**config.mk**
```make
export PLATFORM = sky130hd
export DESIGN_NAME = vga_timing_ctrl
export DESIGN_NICKNAME = d
export VERILOG_FILES = /design/src/rtl/vga_timing_pkg.sv /design/src/rtl/vga_pix_tick.sv /design/src/rtl/vga_timing_ctrl.sv
export SDC_FILE = /design/constraint.sdc
export NUM_CORES = 1
export LEC_CHECK = 0
export ABC_AREA = 1
export ABC_CLOCK_PERIOD_IN_PS = 2100
export CORE_ASPECT_RATIO = 1.4
export CORE_MARGIN = 10
export CORE_UTILIZATION = 60
export DETAILED_ROUTE_END_ITERATION = 8
export DONT_BUFFER_PORTS = 1
export GPL_TIMING_DRIVEN = 1
export PLACE_DENSITY_LB_ADDON = 0.3
export SLEW_MARGIN = 20
export SYNTH_ARGS = -nofsm -noshare
export SYNTH_HDL_FRONTEND = slang
export SYNTH_HIERARCHICAL = 1
export SYNTH_SLANG_ARGS = --single-unit
```
**constraint.sdc**
```tcl
create_clock -name clk -period 2.1 [get_ports clk]
set_input_delay 0.21 -clock clk [delete_from_list [all_inputs] [get_ports clk]]
set_output_delay 0.21 -clock clk [all_outputs]
set_load 0.02 [all_outputs]
```
**src/rtl/vga_timing_pkg.sv**
```systemverilog
// Shared 640x480@60 timing constants and colour type for the VGA timing block.
package vga_timing_pkg;

  localparam int H_VISIBLE = 640;
  localparam int H_FP      = 16;
  localparam int H_SYNC    = 96;
  localparam int H_BP      = 48;

  localparam int V_VISIBLE = 480;
  localparam int V_FP      = 10;
  localparam int V_SYNC    = 2;
  localparam int V_BP      = 33;

  localparam int H_TOTAL      = H_VISIBLE + H_FP + H_SYNC + H_BP;
  localparam int V_TOTAL      = V_VISIBLE + V_FP + V_SYNC + V_BP;
  localparam int H_SYNC_START = H_VISIBLE + H_FP;
  localparam int H_SYNC_END   = H_SYNC_START + H_SYNC - 1;
  localparam int V_SYNC_START = V_VISIBLE + V_FP;
  localparam int V_SYNC_END   = V_SYNC_START + V_SYNC - 1;

  typedef logic [11:0] rgb_t;

  localparam rgb_t RGB_BLACK = 12'h000;

endpackage

```
**src/rtl/vga_pix_tick.sv**
```systemverilog
// Pixel-rate enable: one-clk pulse every CLK_DIV system clocks (constant high for CLK_DIV=1).
module vga_pix_tick
  import vga_timing_pkg::*;
#(
  parameter int CLK_DIV = 4
) (
  input  logic clk,
  input  logic rst,
  output logic pix_tick
);

  localparam int            CW   = (CLK_DIV > 1) ? $clog2(CLK_DIV) : 1;
  localparam logic [CW-1:0] LAST = CW'(CLK_DIV - 1);

  logic [CW-1:0] div_cnt;

  always_ff @(posedge clk) begin
    if (rst)                 div_cnt <= '0;
    else if (div_cnt == LAST) div_cnt <= '0;
    else                     div_cnt <= div_cnt + CW'(1);
  end

  assign pix_tick = (div_cnt == LAST);

endmodule

```
**src/rtl/vga_timing_ctrl.sv**
```systemverilog
// VGA raster generator: pixel counters, visible/sync decode and a one-tick output
// register that keeps colour and sync aligned at the connector.
module vga_timing_ctrl #(
  parameter int   CLK_DIV     = 4,
  parameter int   H_VISIBLE   = vga_timing_pkg::H_VISIBLE,
  parameter int   H_FP        = vga_timing_pkg::H_FP,
  parameter int   H_SYNC      = vga_timing_pkg::H_SYNC,
  parameter int   H_BP        = vga_timing_pkg::H_BP,
  parameter int   V_VISIBLE   = vga_timing_pkg::V_VISIBLE,
  parameter int   V_FP        = vga_timing_pkg::V_FP,
  parameter int   V_SYNC      = vga_timing_pkg::V_SYNC,
  parameter int   V_BP        = vga_timing_pkg::V_BP,
  parameter logic SYNC_ACTIVE = 1'b0
) (
  input  logic        clk,
  input  logic        rst,
  input  logic [11:0] rgb_in,
  output logic [9:0]  pix_x,
  output logic [8:0]  pix_y,
  output logic        pix_valid,
  output logic        vblank_start,
  output logic        hsync,
  output logic        vsync,
  output logic [3:0]  vga_r,
  output logic [3:0]  vga_g,
  output logic [3:0]  vga_b
);
  import vga_timing_pkg::*;

  localparam logic [9:0] H_LAST     = 10'(H_VISIBLE + H_FP + H_SYNC + H_BP - 1);
  localparam logic [9:0] V_LAST     = 10'(V_VISIBLE + V_FP + V_SYNC + V_BP - 1);
  localparam logic [9:0] H_VIS_END  = 10'(H_VISIBLE);
  localparam logic [9:0] V_VIS_END  = 10'(V_VISIBLE);
  localparam logic [9:0] V_VIS_LAST = 10'(V_VISIBLE - 1);
  localparam logic [9:0] HS_FIRST   = 10'(H_VISIBLE + H_FP);
  localparam logic [9:0] HS_LAST    = 10'(H_VISIBLE + H_FP + H_SYNC - 1);
  localparam logic [9:0] VS_FIRST   = 10'(V_VISIBLE + V_FP);
  localparam logic [9:0] VS_LAST    = 10'(V_VISIBLE + V_FP + V_SYNC - 1);

  logic       pix_tick;
  logic [9:0] h_cnt;
  logic [9:0] v_cnt;
  logic       line_end;
  logic       vis;
  logic       hs_raw;
  logic       vs_raw;
  rgb_t       rgb_p1;
  logic       hsync_p1;
  logic       vsync_p1;
  logic       vblank_p1;

  vga_pix_tick #(
    .CLK_DIV (CLK_DIV)
  ) u_pix_tick (
    .clk      (clk),
    .rst      (rst),
    .pix_tick (pix_tick)
  );

  assign line_end = (h_cnt == H_LAST);

  always_ff @(posedge clk) begin
    if (rst) begin
      h_cnt <= '0;
      v_cnt <= '0;
    end else if (pix_tick) begin
      if (line_end) begin
        h_cnt <= '0;
        v_cnt <= (v_cnt == V_LAST) ? '0 : v_cnt + 10'd1;
      end else begin
        h_cnt <= h_cnt + 10'd1;
      end
    end
  end

  // Stage 1: combinational decode of the counter state
  assign vis       = (h_cnt < H_VIS_END) && (v_cnt < V_VIS_END);
  assign pix_valid = vis;
  assign pix_x     = vis ? h_cnt : '0;
  assign pix_y     = vis ? v_cnt[8:0] : '0;
  assign hs_raw    = (h_cnt >= HS_FIRST) && (h_cnt <= HS_LAST);
  assign vs_raw    = (v_cnt >= VS_FIRST) && (v_cnt <= VS_LAST);

  // Stage 2: pin register, one pixel tick behind stage 1
  always_ff @(posedge clk) begin
    if (rst) begin
      rgb_p1    <= RGB_BLACK;
      hsync_p1  <= ~SYNC_ACTIVE;
      vsync_p1  <= ~SYNC_ACTIVE;
      vblank_p1 <= 1'b0;
    end else begin
      vblank_p1 <= pix_tick && line_end && (v_cnt == V_VIS_LAST);
      if (pix_tick) begin
        rgb_p1   <= vis ? rgb_in : RGB_BLACK;
        hsync_p1 <= hs_raw ? SYNC_ACTIVE : ~SYNC_ACTIVE;
        vsync_p1 <= vs_raw ? SYNC_ACTIVE : ~SYNC_ACTIVE;
      end
    end
  end

  assign {vga_r, vga_g, vga_b} = rgb_p1;
  assign hsync                 = hsync_p1;
  assign vsync                 = vsync_p1;
  assign vblank_start          = vblank_p1;

endmodule

```
==> flow_metrics.tcl <==
set metrics [dict create \
    synth_nets 282 \
    avgSynthCellArea_sq_um 7.008 \
    drv_slew 0 \
    die_w_microns 66.84 \
    synth-seq-cells 37 \
    path_class "reg -> out" \
    worstMarginPinSlew_ns 0.4808 \
    synth-edff-count 0 \
    path_cells "inv_1 > nand3_1 > nand3_2 > nor2_4 > inv_6 > nor2_1 > buf_4" \
    cts_root_buf "clkbuf_8" \
    antenna_left 0 \
    area_growth_pct 17.58 \
    drcViolationCount 0 \
    crit_path_top_delay_cell "nor2_4" \
    grt_max_degree 28 \
    required_ns 1.89 \
    gp_congestion 0.9316 \
    worstSetupEndpointType "output port" \
    initial_core_util_pct 63.41 \
    status "complete, no violations" \
    htreeDepth 2 \
    final_common_cell "nand2_1" \
    synth_warnings 6 \
    pwr_density_cell_nw_per_um2 690.5 \
    vias 1731 \
    r2r_cells 8 \
    synth_flop_cell "dfxtp_1" \
    dpl-instance-area_sq_um 1997 \
    fmax_mhz 506.6 \
    drt-initial-drc-count 115 \
    r2r_start "u_pix_tick/div_cnt[0]$_SDFF_PP0_" \
    relSlewSlack_pct 67.91 \
    worstPathMaxFanout 19 \
    cts_buffers 5 \
    first_pass_iters 4 \
    synthTopCellsByArea "dfxtp_1, nand2_1, nor2_1" \
    cts_buffer_depth 2 \
    tritoncts "done" \
    yosysUniqueCellTypes 28 \
    grt_setup_unrepaired "false" \
    antenna_cells 0 \
    min_from "rst" \
    dp_hpwl_microns 3345 \
    arrival_ns 1.76 \
    ir_drop_mv 0.4737 \
    design_area_sq_um 2167 \
    grt_pass1_wl_microns 7817 \
    grtUsageTotal_pct 17.16 \
    rows 23 \
    dieArea_sq_um 5720 \
    min_period_ns 1.974 \
    final_core_util_pct 74.56 \
    wl_per_cell_microns 14.29 \
    cts_sinks 37 \
    period_share_pct 93.99 \
    synth_top_area_share_pct 40.19 \
    grt_pass1_vias 1747 \
    fin_tns_setup_ns 0 \
    hold_path_end "vsync$_SDFFE_PP1P_" \
    setup_viol 0 \
    pin_count 49 \
    power_mw 1.496 \
    clk_latency_ns 0.29 \
    max_cap_viol_count 0 \
    crit_path_start_kind "register" \
    cp_slowest_stage_delay_ns 0.36 \
    io_buffers 0 \
    synthCells 263 \
    overflow 0 \
    hold_path_class "in -> reg" \
    drive_above_1_share_pct 15.97 \
    final_cell_mix "nand2_1, nor2_1, dfxtp_1" \
    finalHoldViolations 0 \
    fillers 237 \
    die_h_microns 85.58 \
    finClkSkew_ns 0.003662 \
    async_flop_share_pct 0 \
    min_path_cells 2 \
    viasPerCell 5.326 \
    antenna_found_initial 0 \
    syn_area_sq_um 1843 \
    r2r_setup_slack_ns 0.48 \
    synth.largest_area_cell "dfxtp_1" \
    clk_pin_slew_ns 0.07 \
    drt_wl_total_microns 4644 \
    leakage_nw 1.014 \
    r2r_end "h_cnt[7]$_SDFFE_PP0P_" \
    core_sq_um 2907 \
    yosysSeqAreaShare_pct 40.19 \
    fin_nets 306 \
]
## worst max-delay path by stage
stage | cells past startpoint | slack [ns] | start | endpoint
after floorplan | 7 | 0.62 | h_cnt[8]$_SDFFE_PP0P_ | pix_x[7]
after global placement | 7 | 0.17 | h_cnt[8]$_SDFFE_PP0P_ | pix_x[8]
after detailed placement | 7 | 0.11 | h_cnt[8]$_SDFFE_PP0P_ | pix_x[8]
after CTS | 7 | 0.06 | h_cnt[8]$_SDFFE_PP0P_ | pix_x[8]
after global routing | 7 | 0.004 | h_cnt[8]$_SDFFE_PP0P_ | pix_x[8]
final | 7 | 0.13 | h_cnt[8]$_SDFFE_PP0P_ | pix_x[8]
## timing repair
item,4_1_cts,5_1_grt
gates cloned,0,1
endpoints found under the setup margin,19,19
hold buffers,1,0
resized for setup,1,3
buffers inserted,0,2
pin swaps,0,2
hold endpoints to repair,5,0
## state kept, by name, summed over array words and instances (netlist names)
register	count
rgb_p1	12
h_cnt	10
v_cnt	10
u_pix_tick/div_cnt	2
hsync	1
vblank_start	1
vsync	1
## synthesized netlist by cell type, types with 3 or more instances
| cell | number |
|---|---|
| nor3_1 | 5 |
| a21oi_1 | 22 |
| nor2_2 | 3 |
| clkbuf_1 | 4 |
| nor2_4 | 3 |
| dfxtp_1 | 37 |
| nor2_1 | 44 |
| nand2_1 | 49 |
| ha_1 | 5 |
| o21ai_0 | 18 |
| inv_1 | 35 |
| nand3_1 | 16 |
## critical path, delay by kind of cell, from the launching register on
kind / cells / cell delay (ns)
buffers and inverters: 3 / 0.38
and+or+nand+nor: 4 / 0.74
DFF: 1 / 0.35
## layer usage
layer	global-route usage (%)	vias to the layer above	wire length, microns
li1	-	885	-
met1	18.45	787	1806
met2	28.89	49	2426
met3	6.120	10	314
met4	7.648	0	97
met5	0	-	0
## kinds of logic (layout without fill, tap and decap cells)
kind of cell | count (synthesis) | after routing | synth area share, %
XOR/XNOR | 2 | 2 | 0.9506
adder cells (fa/ha/maj) | 5 | 5 | 3.394
flip-flops | 37 | 37 | 40.19
AND/OR/NAND/NOR | 128 | 129 | 31.98
buffers and inverters | 44 | 68 | 9.979
AO/OA/AOI/OAI | 47 | 47 | 13.51
## per-stage QoR
stage          worst slack [ns]  std cells  hold slack, ns
5_1_grt                0.003511        325        0.009266
4_1_cts                 0.06462        322         0.01604
6_report                 0.1262        325         0.01316
3_3_place_gp             0.1719        313          0.2825
3_5_place_dp             0.1103        313          0.2849
2_1_floorplan            0.6187        263          0.3511
## final cells by class
class	count	area [sq um]	share of cell area, %
multi-input cells	183	940.9	43.42
flip-flops and latches	37	740.7	34.18
repair buffers	23	175.2	8.083
inverters	37	143.9	6.640
clock buffers	6	82.58	3.811
well taps	37	46.29	2.136
clock inverters	2	37.54	1.732
## where the power goes
part           switching, mW  internal, mW  total (mW)
Clock                  0.259         0.386       0.645
Combinational         0.0532        0.0305      0.0837
Sequential            0.0401         0.728       0.768
No activity file was read; power rests on OpenSTA's default activity.
